===== src/rtl/adc_valid_monitor.sv =====
// ADC data-valid qualifier: lock detection, dropout statistics and windowed
// valid count, packed into one registered 32-bit status word.
module adc_valid_monitor #(
  parameter int WIN_LOG2    = 16,
  parameter int LOCK_CYCLES = 64
) (
  input  logic        user_clk,
  input  logic        user_rst_n,
  input  logic        adc_valid,
  input  logic        sw_clear,
  output logic [31:0] user_data_out
);

  localparam logic [15:0] LOCK_LAST = 16'(LOCK_CYCLES - 1);
  // Wide enough to hold a full-window count plus one and to compare against 0xFFFF.
  localparam int SUM_W = (WIN_LOG2 + 2 > 17) ? WIN_LOG2 + 2 : 17;
  localparam logic [WIN_LOG2-1:0] WIN_ONE = WIN_LOG2'(1);
  localparam logic [WIN_LOG2:0]   ACC_ZERO = '0;

  logic                v_q;
  logic                c_q;
  logic                c_prev;
  logic                locked;
  logic [15:0]         run_cnt;
  logic                sticky_drop;
  logic [12:0]         drop_count;
  logic [WIN_LOG2-1:0] win_cnt;
  logic [WIN_LOG2:0]   acc;
  logic [15:0]         win_valid;
  logic                win_toggle;

  logic                clr_pulse;
  logic                drop_event;
  logic                win_term;
  logic [SUM_W-1:0]    win_sum;

  function automatic logic [15:0] sat_win(input logic [SUM_W-1:0] x);
    return (x > SUM_W'(17'h0FFFF)) ? 16'hFFFF : x[15:0];
  endfunction

  function automatic logic [12:0] sat_inc_drop(input logic [12:0] x);
    return (x == 13'h1FFF) ? x : x + 13'd1;
  endfunction

  assign clr_pulse  = c_q & ~c_prev;
  assign drop_event = locked & ~v_q;
  assign win_term   = &win_cnt;
  assign win_sum    = SUM_W'(acc) + SUM_W'(v_q);

  always_ff @(posedge user_clk or negedge user_rst_n) begin
    if (!user_rst_n) begin
      v_q         <= 1'b0;
      c_q         <= 1'b0;
      c_prev      <= 1'b0;
      locked      <= 1'b0;
      run_cnt     <= '0;
      sticky_drop <= 1'b0;
      drop_count  <= '0;
      win_cnt     <= '0;
      acc         <= '0;
      win_valid   <= '0;
      win_toggle  <= 1'b0;
    end else begin
      v_q    <= adc_valid;
      c_q    <= sw_clear;
      c_prev <= c_q;

      // Lock FSM is independent of the software clear.
      if (!locked) begin
        if (v_q) begin
          if (run_cnt == LOCK_LAST) begin
            locked  <= 1'b1;
            run_cnt <= '0;
          end else begin
            run_cnt <= run_cnt + 16'd1;
          end
        end else begin
          run_cnt <= '0;
        end
      end else if (!v_q) begin
        locked <= 1'b0;
      end

      if (clr_pulse) begin
        drop_count  <= '0;
        sticky_drop <= 1'b0;
        win_cnt     <= '0;
        acc         <= '0;
        win_valid   <= '0;
      end else begin
        if (drop_event) begin
          sticky_drop <= 1'b1;
          drop_count  <= sat_inc_drop(drop_count);
        end
        win_cnt <= win_cnt + WIN_ONE;
        if (win_term) begin
          win_valid  <= sat_win(win_sum);
          acc        <= ACC_ZERO;
          win_toggle <= ~win_toggle;
        end else begin
          acc <= acc + (WIN_LOG2 + 1)'(v_q);
        end
      end
    end
  end

  assign user_data_out = {locked, sticky_drop, win_toggle, drop_count, win_valid};

endmodule


===== config.mk =====
export PLATFORM = sky130hd
export DESIGN_NAME = adc_valid_monitor
export DESIGN_NICKNAME = d
export VERILOG_FILES = /design/src/rtl/adc_valid_monitor.sv
export SDC_FILE = /design/constraint.sdc
export NUM_CORES = 1
export LEC_CHECK = 0
export ABC_CLOCK_PERIOD_IN_PS = 5100
export CORE_UTILIZATION = 45
export CTS_CLUSTER_SIZE = 14
export DETAILED_ROUTE_END_ITERATION = 6
export SLEW_MARGIN = 20
export SYNTH_ARGS = -nofsm -noshare
export SYNTH_HDL_FRONTEND = slang
export SYNTH_SLANG_ARGS = --single-unit

===== constraint.sdc =====
create_clock -name user_clk -period 5.1 [get_ports user_clk]
set_input_delay 0.765 -clock user_clk [delete_from_list [all_inputs] [get_ports user_clk]]
set_output_delay 0.765 -clock user_clk [all_outputs]
set_load 0.01 [all_outputs]

* Word-level counts from Yosys, hierarchy flattened *
Cells that the tools add are included.

storage, ports and cells
  bits in registers = 84
  bits in latches = 0
  bits in writable memories = 0
  ROM bits = 0
  bits of input ports = 4
  output and inout port bits = 32
  word-level logic and storage cells = 48
  memories kept = 0

operators by class
  $add $sub $neg = 5
  multiply operators = 0
  divide/modulo/power cells = 0
  $lt $le $gt $ge = 1
  eq/ne operators = 3
  shift operators = 0
  multiplexer cells = 17
  bitwise logic cells = 6
  reduce and logical (&&, ||, !) cells = 5

operators with widths
  kind                                                  number
  2-to-1 mux 16 bit                                     6
  2-to-1 mux 13 bit                                     3
  2-to-1 mux 17 bit                                     2
  adder 16 x 1 -> 16 bit, second input constant         2
  adder 17 x 1 -> 18 bit                                1
  > comparator 18 x 16 -> 1 bit, second input constant  1
  adder 17 x 1 -> 17 bit                                1
  AND reduction 17 bit                                  1
  equality test 16 x 6 -> 1 bit, second input constant  1
  AND reduction 16 bit                                  1
  adder 13 x 1 -> 13 bit, second input constant         1
  equality test 13 bit, second input constant           1
  2-to-1 mux 1 bit                                      6
  inverter 1 bit                                        4
  nonzero test 2 bit                                    2
  bitwise AND 1 bit                                     2
  != test 2 bit, second input constant                  1
  AND reduction 2 bit                                   1

* Longest topological paths before layout *
  word-level depth = 5
  mapped depth = 8
  gate-level depth less buffers = 7

* Worst setup path after synthesis *
OpenSTA, ideal clock, no wires.

  path kind = reg-to-reg
  from = register v_q
  to = register win_valid[6]
  setup time = 0.118 ns
  arrival time = 1.931 ns
  required time = 4.982 ns
  setup slack = 3.051 ns
  stages on the path, launching flop included = 9
  buffers on the path = 1
  clock period less this slack = 2.049 ns
  cell sequence = dfrtp_1 ha_1 ha_1 nand4_1 nor4_4 mux2i_1 buf_6 a21oi_1 a21o_1

between the ends
  word-level cells in the longest chain between the ends = 5

ends and longest elaborated chain
  item                           RTL line  text
  from (decl)                    20        logic v_q;
  from (signal assigned)         64        v_q <= adc_valid;
  adder 17 x 1 -> 18 bit (*)     48        assign win_sum = SUM_W'(acc) + SUM_W'(v_q);
  > comparator 18 x 16 -> 1 bit  38        return (x > SUM_W'(17'h0FFFF)) ? 16'hFFFF : x[15:0];
  2-to-1 mux 16 bit (*)          38
  2-to-1 mux 16 bit (*)          96        if (win_term) begin
  2-to-1 mux 16 bit (*)          84        if (clr_pulse) begin
  to (signal assigned)           97        win_valid <= sat_win(win_sum);
  to (decl)                      29        logic [15:0] win_valid;

Mark *: on every way between the ends. The rest lies on a longest branch, timed or not. The select of a mux whose other input is x is not followed.
A chain may end at the register's enable or synchronous reset.

* Worst setup path after layout *
  from = register v_q
  to = register win_valid[13]

The elaborated chain is that of the path after synthesis.

==> impl_metrics.json <==
{
  "timing.final.ws_setup_ps": 2510,
  "yosys.area.top_type": "sky130_fd_sc_hd__dfrtp_1",
  "dp_slack_ps": 2490,
  "std_cell_rows": 34,
  "final_weighted_congestion_in_routability_driven_placement": 0.896,
  "critical_path_launch_point_type": "flop",
  "hold_bufs_at_cts": 0,
  "timing_hold_violations_final": 0,
  "power.static_leakage_uw": 0.00206,
  "cts_made_buffers": 9,
  "report.final.setup_viol": 0,
  "run_status": "finished clean",
  "ir_drop_v": 0.000114,
  "antenna_left": 0,
  "final.min_clock_period_ps": 2590,
  "count_of_port_buffers_added_during_placement": 35,
  "timing.setup.critical_path_class": "reg -> reg",
  "net_sw_share_pct": 26.0,
  "wirelength_um": 7760,
  "core_region_area_mm2": 0.00868,
  "ys.warnings.count": 0,
  "ys_seq_elements": 84,
  "clock_insertion_delay_worst_skew_ps": 350,
  "syn_to_final_growth_pct": 14.6,
  "cts_sinks": 84,
  "drt_first_pass_iters": 4,
  "timing.setup.tns_ps": 0,
  "route.detailed.drc": 0,
  "worst_ep_required_time_ps": 5340,
  "p_seq_share_pct": 58.8,
  "highest-signal-layer": "met4",
  "place_inst": 527,
  "finalClockSkew_ps": 13.0,
  "routed-wl-met3_um": 272,
  "yosysTopAreaCellShare_pct": 52.2,
  "antenna_violations_before_repair": 0,
  "layout_worst_path_cycle_share_pct": 50.7,
  "antenna_cells_inserted": 0,
  "cts_root_buf": "sky130_fd_sc_hd__clkbuf_8",
  "cts_setup_buffers": 0,
  "floorplan.initialDensity_pct": 46.4,
  "postSynth.asyncResetShare_pct": 100,
  "m1WireLength_um": 3890,
  "critPathCaptureType": "flop",
  "synthesis.area_mm2": 0.00403,
  "pd_cells_mw_per_mm2": 269,
  "timing.fmax_ghz": 0.386,
  "cts_max_path_buffers": 2,
  "dp_hpwl_um": 5260,
  "path_max_fanout": 14,
  "min_path_type": "in -> async",
  "drt-initial-drc-count": 117,
  "num_io_pins": 36,
  "clkTransAtPathRegs_ps": 90,
  "chipWidth_um": 96.6,
  "synth.net_count": 404,
  "synth-edff-count": 0,
  "layout_commonest_cell": "sky130_fd_sc_hd__dfrtp_1",
  "rsz0062_at_grt": "false",
  "synthTopCellsByArea": "sky130_fd_sc_hd__dfrtp_1 52%, sky130_fd_sc_hd__xnor2_1 5.4%, sky130_fd_sc_hd__nor2_1 4.5%, sky130_fd_sc_hd__xor2_1 3.7%, sky130_fd_sc_hd__a21oi_1 3.0%",
  "grt_pass1_wl_um": 13500,
  "synth-seq-area-share_pct": 52.2,
  "track_usage_pct": 17.7,
  "final_area_mm2": 0.00462,
  "grt.overflow.total": 0,
  "internal_power_summed_over_all_cells_uw": 918,
  "switching_power_of_the_nets_uw": 323,
  "post_drt_via_cell_ratio": 5.46,
  "synth.distinct_cells": 49,
  "most-common-layout-cells": "84 x sky130_fd_sc_hd__dfrtp_1, 48 x sky130_fd_sc_hd__nor2_1, 34 x sky130_fd_sc_hd__clkdlybuf4s50_1, 30 x sky130_fd_sc_hd__nand2_1, 25 x sky130_fd_sc_hd__xnor2_1",
  "route.detailed.wl_per_inst_um": 14.3,
  "maxSlewHeadroom_pct": 35.2,
  "synth_cells": 395,
  "drive_above_1_share_pct": 7.37,
  "power_frac_comb_pct": 7.5,
  "cp.arrival_ps": 2830,
  "final_cells": 542,
  "max_cap_viol_count": 0,
  "met2RoutedLength_um": 3480,
  "dieArea_mm2": 0.00933,
  "combined_area_of_the_multi_input_logic_cells_mm2": 0.00182,
  "layout.filler_cells": 814,
  "syn_area_per_cell_um2": 10.2,
  "grt_pass1_vias": 2811,
  "ctsResizeCount": 0,
  "cts.htree.levels": 3,
  "synth_flop_cell": "sky130_fd_sc_hd__dfrtp_1",
  "tightestPinTransition_ps": 972,
  "place_area_mm2": 0.00445,
  "dr_total_vias": 2957,
  "die_h_um": 96.6,
  "pwr-share-clk_pct": 33.7,
  "tritoncts_clock_tree": "built",
  "fin_hold_ws_ps": 346,
  "finish.net_count": 439,
  "ff_latch_area_mm2": 0.00210,
  "final-max-slew-violation-count": 0,
  "grt_max_degree": 51
}
## cell families after synthesis
family / share of synthesized area (%)
adder cells (fa/ha/maj): 1.55
XOR/XNOR: 9.13
multiplexers: 0.497
AO/OA/AOI/OAI: 11.1
buffers and inverters: 2.83
flip-flops: 52.2
AND/OR/NAND/NOR: 22.7
## path summary, 6_finish.rpt
| path | start | to | slack, ps | cells past startpoint |
|---|---|---|---|---|
| setup / recovery | v_q | win_valid[13] | 2510 | 7 |
| hold / removal | user_rst_n | drop_count[9] | 350 | 1 |
| setup reg to reg | v_q | win_valid[13] | 2510 | 7 |
| hold reg to reg | c_q | c_prev | 400 | 0 |
| max in group asynchronous | user_rst_n | run_cnt[4] | 3740 | 2 |
| min in group user_clk | c_q | c_prev | 400 | 0 |
## per-stage QoR
| step | total power [µW] | utilization, % |
|---|---|---|
| after global routing | 1310 | 53.2 |
| after CTS | 1260 | 53.2 |
| after floorplan | 800 | - |
| after detailed placement | 838 | 51.3 |
| final | 1240 | 53.2 |
| after global placement | 835 | 51.2 |
## power by group through the flow
stage	combinational [µW]	clock [µW]	sequential [µW]
6_report	93.3	418	730
5_1_grt	109	463	734
4_1_cts	96.3	438	730
3_5_place_dp	95.3	0	743
3_3_place_gp	94.3	0	740
2_1_floorplan	64.1	0	736
## state kept, by name (all words and copies together), names as in the netlist
register / flops
acc: 17
c_q: 1
win_toggle: 1
v_q: 1
run_cnt: 16
c_prev: 1
drop_count: 13
win_valid: 16
locked: 1
win_cnt: 16
sticky_drop: 1
## metal layers
| metal | up-vias | GRT usage (%) |
|---|---|---|
| met5 | - | 0 |
| met4 | 0 | 7.23 |
| met3 | 9 | 3.25 |
| met2 | 48 | 27.2 |
| met1 | 1444 | 24.8 |
| li1 | 1456 | - |
## synth_stat cells, drive strengths merged, types with 2 or more instances
| master | count |
|---|---|
| mux2i | 2 |
| xor2 | 17 |
| clkbuf | 3 |
| nor2 | 48 |
| and4 | 3 |
| a41oi | 2 |
| buf | 10 |
| xnor2 | 25 |
| or2b | 3 |
| or3 | 5 |
| o31ai | 2 |
| a31oi | 6 |
| ha | 5 |
| dfrtp | 84 |
| and3 | 8 |
| a21oi | 25 |
| nor4 | 10 |
| o21ai | 15 |
| nand4 | 15 |
| inv | 8 |
| nand2b | 2 |
| and2 | 6 |
| nor2b | 4 |
| nand2 | 31 |
| nor3 | 8 |
| a21o | 12 |
| nand3 | 24 |
## final cells by class
class                      instances  share of cell area [%]
inverter                           8                   0.651
tap                              108                    2.93
clock buffer                      11                    3.06
clock inverter                     4                   0.569
sequential                        84                    45.5
timing repair buffer              37                    7.86
multi-input combinational        290                    39.4
## worst max-delay path, stage by stage, from the launching register on
cell and delay [ps]:
sky130_fd_sc_hd__dfrtp_1 400, sky130_fd_sc_hd__ha_1 240, sky130_fd_sc_hd__ha_1 310, sky130_fd_sc_hd__nand4_1 180, sky130_fd_sc_hd__nor4_4 270, sky130_fd_sc_hd__mux2i_2 720
sky130_fd_sc_hd__a21oi_1 170, sky130_fd_sc_hd__a21o_1 190
Power figures use the tool's default switching activity.
